File: config.mk
export PLATFORM = sky130hd
export DESIGN_NAME = alu_cmd_sequencer
export DESIGN_NICKNAME = d
export VERILOG_FILES = /design/src/rtl/alu_cmd_sequencer.sv
export SDC_FILE = /design/constraint.sdc
export NUM_CORES = 1
export LEC_CHECK = 0
export ABC_AREA = 1
export CORE_MARGIN = 3
export CORE_UTILIZATION = 54
export DETAILED_ROUTE_END_ITERATION = 7
export GPL_TIMING_DRIVEN = 0
export PLACE_DENSITY = 0.84
export SYNTH_ARGS = -nofsm -noshare
export SYNTH_HDL_FRONTEND = slang
export SYNTH_SLANG_ARGS = --single-unit
File: constraint.sdc
create_clock -name clk -period 2.2 [get_ports clk]
set_input_delay 0.44 -clock clk [delete_from_list [all_inputs] [get_ports clk]]
set_output_delay 0.44 -clock clk [all_outputs]
set_load 0.005 [all_outputs]
File: src/rtl/alu_cmd_sequencer.sv
// alu_cmd_sequencer: issue stage in front of the 4-bit ALU.
//
// Commands {op, b, a} are queued in a DEPTH-entry FIFO. One command at a time is
// driven onto alu_a/alu_b/alu_sel and held for HOLD_CYCLES cycles. The 5-bit ALU
// result is then captured and returned to the consumer over a valid/ready
// handshake, tagged with the opcode that produced it.
//
// Optional feature (macro ALU_DIV0_GUARD_EN): a popped divide/modulo command
// (op 3'b011 or 3'b100) with b == 0 is not issued. It returns res_data = 5'h1F
// and raises err_div0 for the duration of that result.
//
// Ports:
//   clk, rst_n               clock (rising edge), synchronous active-low reset
//   cmd_valid/cmd_ready      command push handshake; cmd_a, cmd_b, cmd_op payload
//   alu_a, alu_b, alu_sel    operands and selector driven to the ALU
//   alu_result               ALU result, sampled at the end of the hold window
//   res_valid/res_ready      result handshake; res_data, res_op payload
//   err_div0                 divide-by-zero flag (ALU_DIV0_GUARD_EN only)
//   busy                     FIFO non-empty or a command in flight

module alu_cmd_sequencer #(
    parameter int unsigned DEPTH       = 4,
    parameter int unsigned HOLD_CYCLES = 2
) (
    input  logic       clk,
    input  logic       rst_n,
    input  logic       cmd_valid,
    output logic       cmd_ready,
    input  logic [3:0] cmd_a,
    input  logic [3:0] cmd_b,
    input  logic [2:0] cmd_op,
    output logic [3:0] alu_a,
    output logic [3:0] alu_b,
    output logic [2:0] alu_sel,
    input  logic [4:0] alu_result,
    output logic       res_valid,
    input  logic       res_ready,
    output logic [4:0] res_data,
    output logic [2:0] res_op,
`ifdef ALU_DIV0_GUARD_EN
    output logic       err_div0,
`endif
    output logic       busy
);

    localparam int unsigned PtrW = (DEPTH > 1) ? $clog2(DEPTH) : 1;
    localparam int unsigned CntW = (HOLD_CYCLES > 1) ? $clog2(HOLD_CYCLES) : 1;
    localparam logic [PtrW:0]   FullCount = (PtrW + 1)'(DEPTH);
    localparam logic [CntW-1:0] HoldLoad  = CntW'(HOLD_CYCLES - 1);

    typedef enum logic [1:0] {
        StIdle,
        StIssue,
        StResp
    } state_e;

    // FIFO storage and pointers
    logic [10:0]     mem_q [DEPTH];
    logic [PtrW-1:0] wr_ptr_q, wr_ptr_d;
    logic [PtrW-1:0] rd_ptr_q, rd_ptr_d;
    logic [PtrW:0]   count_q, count_d;

    // Sequencer state
    state_e          state_q, state_d;
    logic [CntW-1:0] cnt_q, cnt_d;
    logic [3:0]      alu_a_q, alu_a_d;
    logic [3:0]      alu_b_q, alu_b_d;
    logic [2:0]      alu_sel_q, alu_sel_d;
    logic            res_valid_q, res_valid_d;
    logic [4:0]      res_data_q, res_data_d;
    logic [2:0]      res_op_q, res_op_d;

    logic       push, pop;
    logic [3:0] head_a, head_b;
    logic [2:0] head_op;
    logic       div0_hit;

    assign cmd_ready = (count_q != FullCount);
    assign push      = cmd_valid && cmd_ready;
    // Popping is tied to the FSM taking a command, so it only happens in IDLE.
    assign pop       = (state_q == StIdle) && (count_q != '0);

    assign head_a  = mem_q[rd_ptr_q][3:0];
    assign head_b  = mem_q[rd_ptr_q][7:4];
    assign head_op = mem_q[rd_ptr_q][10:8];

`ifdef ALU_DIV0_GUARD_EN
    assign div0_hit = ((head_op == 3'b011) || (head_op == 3'b100)) && (head_b == 4'd0);
`else
    assign div0_hit = 1'b0;
`endif

    // FIFO pointer/occupancy next state; pointers wrap naturally (DEPTH is 2^n).
    always_comb begin
        wr_ptr_d = wr_ptr_q;
        rd_ptr_d = rd_ptr_q;
        count_d  = count_q;
        if (push) begin
            wr_ptr_d = wr_ptr_q + 1'b1;
        end
        if (pop) begin
            rd_ptr_d = rd_ptr_q + 1'b1;
        end
        unique case ({push, pop})
            2'b10:   count_d = count_q + 1'b1;
            2'b01:   count_d = count_q - 1'b1;
            default: count_d = count_q;
        endcase
    end

    // Sequencer next state
    always_comb begin
        state_d     = state_q;
        cnt_d       = cnt_q;
        alu_a_d     = alu_a_q;
        alu_b_d     = alu_b_q;
        alu_sel_d   = alu_sel_q;
        res_valid_d = res_valid_q;
        res_data_d  = res_data_q;
        res_op_d    = res_op_q;
        unique case (state_q)
            StIdle: begin
                if (pop) begin
                    if (div0_hit) begin
                        // Short-circuit: ALU operands keep their previous values.
                        res_data_d  = 5'h1F;
                        res_op_d    = head_op;
                        res_valid_d = 1'b1;
                        state_d     = StResp;
                    end else begin
                        alu_a_d   = head_a;
                        alu_b_d   = head_b;
                        alu_sel_d = head_op;
                        cnt_d     = HoldLoad;
                        state_d   = StIssue;
                    end
                end
            end
            StIssue: begin
                if (cnt_q == '0) begin
                    res_data_d  = alu_result;
                    res_op_d    = alu_sel_q;
                    res_valid_d = 1'b1;
                    state_d     = StResp;
                end else begin
                    cnt_d = cnt_q - 1'b1;
                end
            end
            StResp: begin
                if (res_ready) begin
                    res_valid_d = 1'b0;
                    state_d     = StIdle;
                end
            end
            default: state_d = StIdle;
        endcase
    end

    always_ff @(posedge clk) begin
        if (!rst_n) begin
            wr_ptr_q    <= '0;
            rd_ptr_q    <= '0;
            count_q     <= '0;
            state_q     <= StIdle;
            cnt_q       <= '0;
            alu_a_q     <= '0;
            alu_b_q     <= '0;
            alu_sel_q   <= '0;
            res_valid_q <= 1'b0;
            res_data_q  <= '0;
            res_op_q    <= '0;
        end else begin
            wr_ptr_q    <= wr_ptr_d;
            rd_ptr_q    <= rd_ptr_d;
            count_q     <= count_d;
            state_q     <= state_d;
            cnt_q       <= cnt_d;
            alu_a_q     <= alu_a_d;
            alu_b_q     <= alu_b_d;
            alu_sel_q   <= alu_sel_d;
            res_valid_q <= res_valid_d;
            res_data_q  <= res_data_d;
            res_op_q    <= res_op_d;
        end
    end

    // Storage is not reset: entries are only read when occupancy says they are valid.
    always_ff @(posedge clk) begin
        if (push) begin
            mem_q[wr_ptr_q] <= {cmd_op, cmd_b, cmd_a};
        end
    end

`ifdef ALU_DIV0_GUARD_EN
    logic err_div0_q, err_div0_d;

    always_comb begin
        err_div0_d = err_div0_q;
        if (pop && div0_hit) begin
            err_div0_d = 1'b1;
        end else if (res_valid_q && res_ready) begin
            err_div0_d = 1'b0;
        end
    end

    always_ff @(posedge clk) begin
        if (!rst_n) begin
            err_div0_q <= 1'b0;
        end else begin
            err_div0_q <= err_div0_d;
        end
    end

    assign err_div0 = err_div0_q;
`endif

    assign alu_a     = alu_a_q;
    assign alu_b     = alu_b_q;
    assign alu_sel   = alu_sel_q;
    assign res_valid = res_valid_q;
    assign res_data  = res_data_q;
    assign res_op    = res_op_q;
    assign busy      = (count_q != '0) || (state_q != StIdle);

endmodule

==> impl_results.md <==
- Outcome: complete, no violations
- Clock transition at the registers of the reported paths: 80 ps
- WL/cell: ~13 um
- Gate count after technology mapping: between 300 and 400
- First-pass GRT wire length: 10.3 mm
- Slew margin rel.: 0.264
- Number of synthesized register bits: 74
- CTS tree: yes
- Vias per cell: 4.85
- Detailed Route Iter0 Violations: 148
- Worst-Skew Late Latency: 340 ps
- EDFF count, synth: 44
- Internal cell power: between 0.003 and 0.004 W
- VDD IR-drop max: about 0.67 mV
- RSZ-0062 raised after global routing: no
- Fin crit share: 0.900
- Flop pwr share: 0.383
- Post-synth top area share: 0.414
- Final nets: around 440
- CP Capture Type: primary output
- CP Class: reg -> out
- Hold Violations, Final: 0
- Total number of vias: 2359
- Core Region: 5610 um2
- Ys Warns: 0
- GRT Util Overall: 0.190
- Fraction of layout cells with a size suffix above 1: 0.0797
- Largest net degree at the start of global routing: 14
- Largest area contributor in the netlist: edfxtp_1
- CTS Hold Buffers Added: 0
- PwrDens: roughly 1200 nW/um2
- NetSw: roughly 0.0017 W
- Async SR Flop Fraction: 0
- Routed WL: between 6 and 7 mm
- Grt total ovfl: 0
- Worst EP arrival: between 1500 and 2000 ps
- Diodes inserted: 0
- Synth Flop Type: edfxtp_1
- Vias in the first global route: around 2.2k
- Place WS: -196 ps
- Router iterations before antenna repair: 4
- Max-cap violations: 0
- Pleak: 1.75 nW
- Synth Net Count: around 380
- Die X: slightly above 80 um
- Area contributors post-synth: edfxtp_1, dfxtp_1, nand2_1, inv_1, nand3_1
- Sequential share of the synthesized area: 0.602
- Die area: 6870 um2
- Final worst path period need: 1980 ps
- Switching Share: 0.344
- Area Growth Syn to Fin: 23.3%
- Drt drc: 0
- Final setup margin: 221 ps
- Gate power share: 0.363
- H-tree levels: 3
- Most common library cells after synthesis: nand2_1, inv_1, edfxtp_1
- CP Max Fanout: 5
- Post-DP HPWL: around 4.3 mm
- Cell-by-cell trace of the critical path: nor2_4 > nand3_1 > clkdlybuf4s50_1
- IO Count: between 40 and 50
- Most common cell in the synthesized netlist: nand2_1
- Initial antenna violation count: 0
- Gpl congestion: 0.790
- Synthesized area per cell: 8.94 um2
- CP delay by family, top: buffers and inverters
- # port buffers: between 40 and 50
- Slowest CP cell: clkdlybuf4s50_1
- Hold Slack: 464 ps
- Clock tree buffer depth: 2
- CTS Buf Count: 9
- Tightest Hold Check Type: reg -> reg
- Synth Cell Area: 3190 um2
- Initial Util: 0.569
- Req. time, crit path: 1760 ps
- Critical path startpoint category: flip-flop
- Root buffer cell: clkbuf_8
- Pins Over Slew Limit: 0
- Antenna-violating nets left: 0
- # clock sinks: 74
- Fill cells: 436
- Final setup viols: 0
- Die height: 82.9 um
- # rows: 27
- Clk_skew: 9.88 ps
- Cts repair resizes: 0
- Setup TNS: 0 ps
- Clock power frac: 0.254
- Setup Buffers After CTS: 0
- Yosys cell types: 23
- Worst Max-Slew Pin Slew: 1100 ps
- Total design power: slightly below 0.005 W
- Max stage delay on crit path: 510 ps
- CP bufs+invs: 1
- Maximum clock rate: 0.505 GHz
[registers in the layout (all words and copies together) (netlist names)]
signal / cells
alu_a: 4
alu_b: 4
alu_sel: 3
cnt_q: 1
count_q: 3
mem_q: 44
rd_ptr_q: 2
res_data: 5
res_op: 3
res_valid: 1
state_q: 2
wr_ptr_q: 2
[area by class of cell]
class,instances,area (um2),share of cell area
clock buffers,14,205,0.0521
well taps,72,90.1,0.0229
clock inverters,2,38.8,0.00986
flip-flops and latches,74,1920,0.488
multi-input cells,199,921,0.234
inverters,73,274,0.0696
repair buffers,41,410,0.104
plain buffers,11,73.8,0.0188
[worst reg2reg max path: stages, from the launching register on]
cell and delay (ps):
dfxtp_1 370, nor2_2 60, nand2_1 140, nand2_2 120, nor2_1 850
[per-layer routing]
| layer | vias up | global-route usage | wire, um |
|---|---|---|---|
| met2 | 60 | 0.343 | 3270 |
| met4 | 0 | 0.0594 | 50 |
| met3 | 5 | 0.0476 | 378 |
| li1 | 1214 | - | - |
| met1 | 1080 | 0.220 | 2730 |
| met5 | - | 0 | 0 |
[through the flow]
| step | cell area (um2) | utilization | cells |
|---|---|---|---|
| 3_3_place_gp | 3690 | 0.658 | 470 |
| 4_1_cts | 3940 | 0.702 | 486 |
| 3_5_place_dp | 3690 | 0.658 | 470 |
| 6_report | 3940 | 0.702 | 486 |
| 5_1_grt | 3940 | 0.702 | 486 |
| 2_1_floorplan | 3190 | - | 357 |
[power groups by stage]
stage	clock network, W	logic, W	registers, W
6_report	0.00122	0.00175	0.00184
2_1_floorplan	0	0.00113	0.00186
3_5_place_dp	0	0.00174	0.00187
5_1_grt	0.00130	0.00194	0.00187
3_3_place_gp	0	0.00168	0.00186
4_1_cts	0.00124	0.00176	0.00185
[path summary, 6_finish.rpt]
kind	start	to	cells after the start	slack (ps)
worst max-delay path	state_q[1]$_SDFFE_PN0P_	busy	3	220
worst min-delay path	res_data[1]$_SDFFE_PN0P_	res_data[1]$_SDFFE_PN0P_	2	460
worst max register to register	count_q[1]$_SDFFE_PN0P_	mem_q[0][9]$_DFFE_PP_	4	270
worst min register to register	res_data[1]$_SDFFE_PN0P_	res_data[1]$_SDFFE_PN0P_	2	460
[cells in the final DEF (no fill, tap or decap)]
cell,n
inv_1,71
a21oi_2,1
buf_1,1
clkinv_1,1
clkbuf_1,1
a21oi_1,16
nand3b_1,1
ha_1,5
edfxtp_1,44
dfxtp_1,30
nand2_4,2
inv_2,1
nand2_1,99
buf_2,5
nor2_4,2
clkdlybuf4s50_1,41
nand2_2,1
nor2_2,1
buf_6,2
clkinv_4,1
nor2_1,30
clkbuf_16,2
o21ai_0,3
bufinv_16,1
clkbuf_8,11
o21ai_1,1
buf_4,3
nand3_1,36
fa_1,1
[cell families after synthesis]
family	share of synthesized area
simple gates	0.229
buf+inv	0.109
flops	0.602
compound gates	0.0341
fa+ha+maj	0.0259
No activity file was read; power rests on OpenSTA's default activity.
